**config.mk**
```make
export PLATFORM = sky130hd
export DESIGN_NAME = fifo_ctrl_4x8
export DESIGN_NICKNAME = d
export VERILOG_FILES = /design/src/rtl/fifo_ctrl_4x8_pkg.sv /design/src/rtl/fifo_ptr_4.sv /design/src/rtl/fifo_ctrl_4x8.sv
export SDC_FILE = /design/constraint.sdc
export NUM_CORES = 1
export LEC_CHECK = 0
export BUFFER_PORTS_ARGS = -buffer_cell sky130_fd_sc_hd__buf_4
export CAP_MARGIN = 20
export CORE_MARGIN = 2
export CORE_UTILIZATION = 44
export CTS_CLUSTER_SIZE = 24
export DETAILED_ROUTE_END_ITERATION = 8
export GPL_TIMING_DRIVEN = 0
export PLACE_DENSITY_LB_ADDON = 0.3
export REMOVE_ABC_BUFFERS = 1
export SKIP_CTS_REPAIR_TIMING = 1
export SLEW_MARGIN = 40
export SYNTH_ARGS = -nofsm -noshare
export SYNTH_HDL_FRONTEND = slang
export SYNTH_SLANG_ARGS = --single-unit
```
**constraint.sdc**
```tcl
create_clock -name clk -period 5.8 [get_ports clk]
set_clock_uncertainty 0.15 [all_clocks]
set_input_delay 1.74 -clock clk [delete_from_list [all_inputs] [get_ports clk]]
set_output_delay 1.74 -clock clk [all_outputs]
set_load 0.02 [all_outputs]
```
**src/rtl/fifo_ctrl_4x8_pkg.sv**
```systemverilog
// Shared sizing for the 4x8 FIFO controller and the storage array it drives.
package fifo_ctrl_4x8_pkg;

  localparam int DATA_SIZE_DEF = 8;
  localparam int MAIN_SIZE_DEF = 4;
  localparam int ADDR_SIZE_DEF = 2;

  typedef enum logic [1:0] {
    OP_IDLE = 2'b00,
    OP_POP  = 2'b01,
    OP_PUSH = 2'b10,
    OP_BOTH = 2'b11
  } fifo_op_e;

endpackage

```
**src/rtl/fifo_ptr_4.sv**
```systemverilog
// Modulo-MAIN_SIZE incrementing pointer with enable; used for both FIFO addresses.
module fifo_ptr_4
  import fifo_ctrl_4x8_pkg::*;
#(
  parameter int MAIN_SIZE = MAIN_SIZE_DEF,
  parameter int ADDR_SIZE = ADDR_SIZE_DEF
) (
  input  logic                 clk_i,
  input  logic                 rst_ni,
  input  logic                 en_i,
  output logic [ADDR_SIZE-1:0] ptr_o
);

  localparam logic [ADDR_SIZE-1:0] LAST = ADDR_SIZE'(MAIN_SIZE - 1);

  logic [ADDR_SIZE-1:0] ptr_q, ptr_d;

  always_comb begin
    ptr_d = ptr_q;
    if (en_i) ptr_d = (ptr_q == LAST) ? '0 : ptr_q + ADDR_SIZE'(1);
  end

  always_ff @(posedge clk_i or negedge rst_ni) begin
    if (!rst_ni) ptr_q <= '0;
    else         ptr_q <= ptr_d;
  end

  assign ptr_o = ptr_q;

endmodule

```
**src/rtl/fifo_ctrl_4x8.sv**
```systemverilog
// Pointer/flag controller in front of the 4x8 FIFO storage: acceptance, strobes,
// occupancy count, threshold flags and sticky overflow/underflow.
module fifo_ctrl_4x8
  import fifo_ctrl_4x8_pkg::*;
#(
  parameter int DATA_SIZE = DATA_SIZE_DEF,
  parameter int MAIN_SIZE = MAIN_SIZE_DEF,
  parameter int ADDR_SIZE = ADDR_SIZE_DEF
) (
  input  logic                 clk,
  input  logic                 reset,
  input  logic                 push,
  input  logic                 pop,
  input  logic [DATA_SIZE-1:0] data_in,
  input  logic [ADDR_SIZE:0]   umbral_af,
  input  logic [ADDR_SIZE:0]   umbral_ae,
  output logic                 mem_write,
  output logic                 mem_read,
  output logic [ADDR_SIZE-1:0] wr_ptr,
  output logic [ADDR_SIZE-1:0] rd_ptr,
  output logic [DATA_SIZE-1:0] mem_data,
  output logic                 full,
  output logic                 empty,
  output logic                 almost_full,
  output logic                 almost_empty,
  output logic [ADDR_SIZE:0]   fifo_count,
  output logic                 overflow,
  output logic                 underflow
);

  localparam logic [ADDR_SIZE:0] FULL_CNT = (ADDR_SIZE+1)'(MAIN_SIZE);
  localparam logic [ADDR_SIZE:0] ONE      = (ADDR_SIZE+1)'(1);

  logic [ADDR_SIZE:0] count_q, count_d;
  logic               ovf_q, ovf_d;
  logic               unf_q, unf_d;
  logic               do_push, do_pop;
  fifo_op_e           op;

  // Gating with reset keeps the strobes quiet while reset is held, even though
  // the count is already zero and would block pops on its own.
  assign do_pop  = pop & ~empty & reset;
  assign do_push = push & (~full | do_pop) & reset;
  assign op      = fifo_op_e'({do_push, do_pop});

  always_comb begin
    count_d = count_q;
    unique case (op)
      OP_PUSH: count_d = count_q + ONE;
      OP_POP:  count_d = count_q - ONE;
      default: count_d = count_q;
    endcase
    ovf_d = ovf_q | (push & ~do_push);
    unf_d = unf_q | (pop & ~do_pop);
  end

  always_ff @(posedge clk or negedge reset) begin
    if (!reset) begin
      count_q <= '0;
      ovf_q   <= 1'b0;
      unf_q   <= 1'b0;
    end else begin
      count_q <= count_d;
      ovf_q   <= ovf_d;
      unf_q   <= unf_d;
    end
  end

  fifo_ptr_4 #(.MAIN_SIZE(MAIN_SIZE), .ADDR_SIZE(ADDR_SIZE)) u_wr_ptr (
    .clk_i  (clk),
    .rst_ni (reset),
    .en_i   (do_push),
    .ptr_o  (wr_ptr)
  );

  fifo_ptr_4 #(.MAIN_SIZE(MAIN_SIZE), .ADDR_SIZE(ADDR_SIZE)) u_rd_ptr (
    .clk_i  (clk),
    .rst_ni (reset),
    .en_i   (do_pop),
    .ptr_o  (rd_ptr)
  );

  assign mem_write    = do_push;
  assign mem_read     = do_pop;
  assign mem_data     = data_in;
  assign fifo_count   = count_q;
  assign full         = (count_q == FULL_CNT);
  assign empty        = (count_q == '0);
  assign almost_full  = (count_q >= umbral_af);
  assign almost_empty = (count_q <= umbral_ae);
  assign overflow     = ovf_q;
  assign underflow    = unf_q;

endmodule

```
==> results.toml, run 1 <==
[sta]
max_clock_freq_mhz = 216
finalHoldViolCount = 0
tightest_slew_ps = 434
slew_headroom_pct = 71.0
fin_hold_ws_ps = 306
setup_tns_ps = 0
worst_slack_ps = 1170
rsz0062_at_grt = "false"
setup_viol = 0
final_max_slew_viol_count = 0
finalCritPeriodShare_pct = 79.8
period_needed_ps = 4630

[floorplanning]
core-area_um2 = 1330
die_h_um = 42.4
ios = 41
rows = 13
die_area_um2 = 1800
fp.dieW_um = 42.4
initial_core_util_pct = 48.6

[global_route]
grt_max_degree = 12
grt_pass1_wl_mm = 2.00
overflow = 0
antenna_found_initial = 0
grt_pass1_vias = 472
grt_usage_pct = 14.4

[power]
p_leak_nw = 0.441
power_frac_seq_pct = 30.0
switching_share_pct = 44.5
vdd_drop_max_mv = 0.299
p_switching_w = 0.000185
power_density_nw_per_um2 = 512
clock_power_share_pct = 11.7
intPower_w = 0.000231
p_comb_share_pct = 58.3

[place]
place_inst = 93
dp_hpwl_um = 939
numPortBuffers = 24
post-place-ws_ps = 1170
place_congestion = 0.752

[clock_network]
clock-sinks = 9
clkSlewWorstSetupHoldPaths_ps = 70
cts_buffer_depth = 2
numCtsBuffers = 3
clock_latency_ps = 250
root_buffer = "clkbuf_4"
htreeDepth = 1
cts_tree = "done"

[route]
firstDrtPassIters = 2
ant_nets = 0
via_count = 497
wl_per_cell_um = 12.4
drt-initial-drc-count = 2
finalWirelength_mm = 1.20
drc_errors = 0
avgViaCountPerCell = 5.12

[critical_path]
worstSetupEndpointType = "primary output"
crit_fanout = 2
worst-setup-path-type = "in2out"
arrival_ps = 2740
worstPathRequired_ps = 3910
critPathLaunchType = "input port"
reg2reg_slack_ps = 3360

[yosys]
synth_area_um2 = 648
syn-mean-instance-area_um2 = 10.5
netlist.top_cell.by_area = "dfrtp_1"
synth-edff-count = 0
synth.distinct_cells = 22
yosys_warnings = 0
synth_seq_area_share_pct = 34.7
synth_ff_type = "dfrtp_1"
synth_common_cells = "9 x dfrtp_1, 9 x ha_1, 9 x inv_1"
syn_inst = 62
synth_seq_cells = 9
synth_top_area_share_pct = 34.7
ys_top_cells_by_area = "dfrtp_1 35%, ha_1 17%, buf_4 9.3%"
synthArstFlopShare_pct = 100

[final_layout]
stdcell_count = 97
diodes = 0
syn2layout_area_growth_pct = 25.5
drive_gt1_share_pct = 36.6
final_nets = 111

[run]
maxCapViolations = 0

[min_path]
hold_class = "reg2reg"

[status]
status = "complete, no violations"
[placed cells by master (no fill, tap or decap), types with 2 or more instances in the layout]
master    instances
a21o_1            5
nor2_1            2
ha_1              9
clkbuf_4          3
xor2_1            2
buf_4            24
o21ai_0           2
nor3_1            2
inv_1             9
dfrtp_1           9
mux2_1            2
[worst max-delay path: stages]
cell and delay [ps]:
buf_4 80, inv_1 30, ha_1 280, nor2b_1 130, o21a_1 150, o21ai_0 150
buf_4 170
[kinds of logic (layout without fill, tap and decap cells)]
group,after synthesis,count (layout),synth area share [%]
AO/OA/AOI/OAI,9,9,11.0
XOR/XNOR,3,3,4.05
adder cells (fa/ha/maj),10,10,20.5
buffers and inverters,17,37,14.5
flip-flops,9,9,34.7
multiplexers,3,3,5.21
AND/OR/NAND/NOR,11,11,10.0
[area by class of cell]
type                    count  area, µm²
fillers                   130        520
multi-input cells          36        329
flip-flops and latches      9        225
repair buffers             24        180
inverters                   9       33.8
clock buffers               4       26.3
well taps                  15       18.8
[path summary, 6_finish.rpt]
kind	start	cells past startpoint	end
max	umbral_ae[1]	7	almost_empty
min	overflow$_DFF_PN0_	1	overflow$_DFF_PN0_
max reg2reg	fifo_count[1]$_DFFE_PN0P_	8	fifo_count[2]$_DFFE_PN0P_
min reg2reg	overflow$_DFF_PN0_	1	overflow$_DFF_PN0_
max in group asynchronous	reset	1	fifo_count[2]$_DFFE_PN0P_
min in group asynchronous	reset	1	u_rd_ptr.ptr_o[0]$_DFFE_PN0P_
[power by group through the flow]
stage               Combinational (W)  Sequential (W)   Clock, W
floorplan                    0.000121        0.000150          0
global placement             0.000234        0.000125          0
detailed placement           0.000243        0.000127          0
CTS                          0.000245        0.000126  0.0000494
global route                 0.000268        0.000130  0.0000531
finish                       0.000243        0.000125  0.0000486
[metrics by stage]
step / cell area, µm² / power, W / utilization, %
finish: 813 / 0.000416 / 61.0
global placement: 787 / 0.000359 / 59.0
detailed placement: 787 / 0.000370 / 59.0
CTS: 813 / 0.000420 / 61.0
global route: 813 / 0.000451 / 61.0
floorplan: 588 / 0.000270 / -
[metal layers]
layer | share of wire (%) | up-vias | track usage, % | wire [µm]
li1 | - | 243 | - | -
met1 | 46 | 227 | 15.9 | 546
met2 | 45 | 25 | 24.0 | 538
met3 | 7.9 | 2 | 6.47 | 95
met4 | 1.6 | 0 | 5.63 | 19
met5 | 0 | - | 0 | 0
[registers in the layout (all words and copies together) (netlist names)]
signal          count
u_rd_ptr.ptr_o      2
underflow           1
fifo_count          3
overflow            1
u_wr_ptr.ptr_o      2
Note: power is estimated with default switching activity, not from simulation.
==> inputs of run 2 (changes only) <==
Settings changed: CORE_UTILIZATION 44 to 41.
Clock period 5.8 ns to 4.4 ns, I/O delays scaled along.
==> results.toml, run 2 (synthesized netlist as in run 1, its figures left out) <==
[critical_path]
slowest_stage = "ha_1"
worstPathRequired_ps = 2930
cpMostUsedCell = "buf_4"
crit_chain = "buf_4 -> inv_1 -> ha_1 -> nor2b_1 -> o21a_1 -> o21ai_0 -> buf_4"
worstSetupEndpointType = "primary output"
max_stage_delay_ps = 290
crit_fanout = 2
arrival_ps = 2360
critPathLaunchType = "input port"
worst-setup-path-type = "in2out"

[route]
drt-initial-drc-count = 1
wl_per_cell_um = 12.6
drc_errors = 0
ant_nets = 0
via_count = 489
avgViaCountPerCell = 4.99
finalWirelength_mm = 1.23
firstDrtPassIters = 2

[final_layout]
largest_reg_flops = 3
fillers = 145
multiInputGateArea_um2 = 329
ff_latch_area_um2 = 225
diodes = 0
final_nets = 111
drive_gt1_share_pct = 36.6
syn2layout_area_growth_pct = 25.7
final_cell_mix = "24 x buf_4, 9 x inv_1, 9 x ha_1, 9 x dfrtp_1, 5 x a21o_1"
final_common_cell = "buf_4"

[power]
p_switching_w = 0.000239
vdd_drop_max_mv = 0.334
p_comb_share_pct = 58.4
power_density_nw_per_um2 = 667
clock_power_share_pct = 11.2
intPower_w = 0.000304
p_leak_nw = 0.441
power_frac_seq_pct = 30.5
switching_share_pct = 44.1

[sta]
slew_headroom_pct = 71.6
final_max_slew_viol_count = 0
setup_tns_ps = 0
rsz0062_at_grt = "false"
max_clock_freq_mhz = 261
period_needed_ps = 3830
worst_slack_ps = 572
finalHoldViolCount = 0
setup_viol = 0
finalCritPeriodShare_pct = 87.0
tightest_slew_ps = 425

[floorplanning]
fp.dieW_um = 43.8
die_area_um2 = 1910
core-area_um2 = 1490
ios = 41
initial_core_util_pct = 43.5
die_h_um = 43.8
rows = 14

[global_route]
overflow = 0
grt_usage_pct = 14.8
grt_max_degree = 12
grt_pass1_wl_mm = 2.08
antenna_found_initial = 0
grt_pass1_vias = 475

[place]
numPortBuffers = 24
place_congestion = 0.688
dp_hpwl_mm = 1.02
post-place-ws_ps = 555

[clock_network]
clock-sinks = 9
clock_latency_ps = 250
root_buffer = "clkbuf_4"
numCtsBuffers = 3
clkSlewWorstSetupHoldPaths_ps = 60
cts_buffer_depth = 2
htreeDepth = 1
cts_tree = "done"

[status]
status = "complete, no violations"

[run]
maxCapViolations = 0

[min_path]
hold_class = "reg2reg"
-- run 2: final timing paths --
path	endpoint	slack (ps)	depth (start not counted)	start
hold reg to reg	overflow$_DFF_PN0_	310	1	overflow$_DFF_PN0_
max in group asynchronous	overflow$_DFF_PN0_	3210	1	reset
hold / removal	overflow$_DFF_PN0_	310	1	overflow$_DFF_PN0_
min in group asynchronous	u_rd_ptr.ptr_o[0]$_DFFE_PN0P_	740	1	reset
setup reg to reg	fifo_count[2]$_DFFE_PN0P_	1980	8	fifo_count[1]$_DFFE_PN0P_
setup / recovery	almost_empty	570	7	umbral_ae[1]
-- run 2: metrics by stage --
stage | std cells | area (µm²) | hold slack (ps) | total power [W] | utilization, %
after floorplan | 54 | 588 | 415 | 0.000356 | -
after global placement | 94 | 788 | 290 | 0.000474 | 52.9
after detailed placement | 94 | 788 | 296 | 0.000491 | 52.9
after CTS | 98 | 815 | 309 | 0.000554 | 54.7
after global routing | 98 | 815 | 324 | 0.000597 | 54.7
final | 98 | 815 | 308 | 0.000543 | 54.7
-- run 2: metal layers --
layer | part of all wire (%) | vias to the layer above | routed length, µm | track usage [%]
met5 | 0 | - | 0 | 0
met4 | 0.98 | 0 | 12 | 7.27
met3 | 10 | 2 | 123 | 6.25
met2 | 50 | 29 | 610 | 23.2
met1 | 39 | 217 | 484 | 17.3
li1 | - | 241 | - | -
-- run 2: layout make-up --
class,count,area share (%)
multi-input combinational,36,40.4
sequential,9,27.6
timing repair buffer,24,22.1
inverter,9,4.15
clock buffer,4,3.23
tap,16,2.46
-- run 2: worst max-delay path, delay by kind of cell --
kind	cells	cell delay, ps
fa+ha+maj	1	290
buf+inv	3	290
compound gates	2	340
simple gates	1	130
-- run 2: power by group through the flow --
| stage | Combinational [W] | Sequential (W) | Clock, W |
|---|---|---|---|
| 3_5_place_dp | 0.000323 | 0.000168 | 0 |
| 4_1_cts | 0.000324 | 0.000167 | 0.0000631 |
| 3_3_place_gp | 0.000310 | 0.000164 | 0 |
| 2_1_floorplan | 0.000159 | 0.000197 | 0 |
| 5_1_grt | 0.000353 | 0.000175 | 0.0000686 |
| 6_report | 0.000317 | 0.000166 | 0.0000607 |
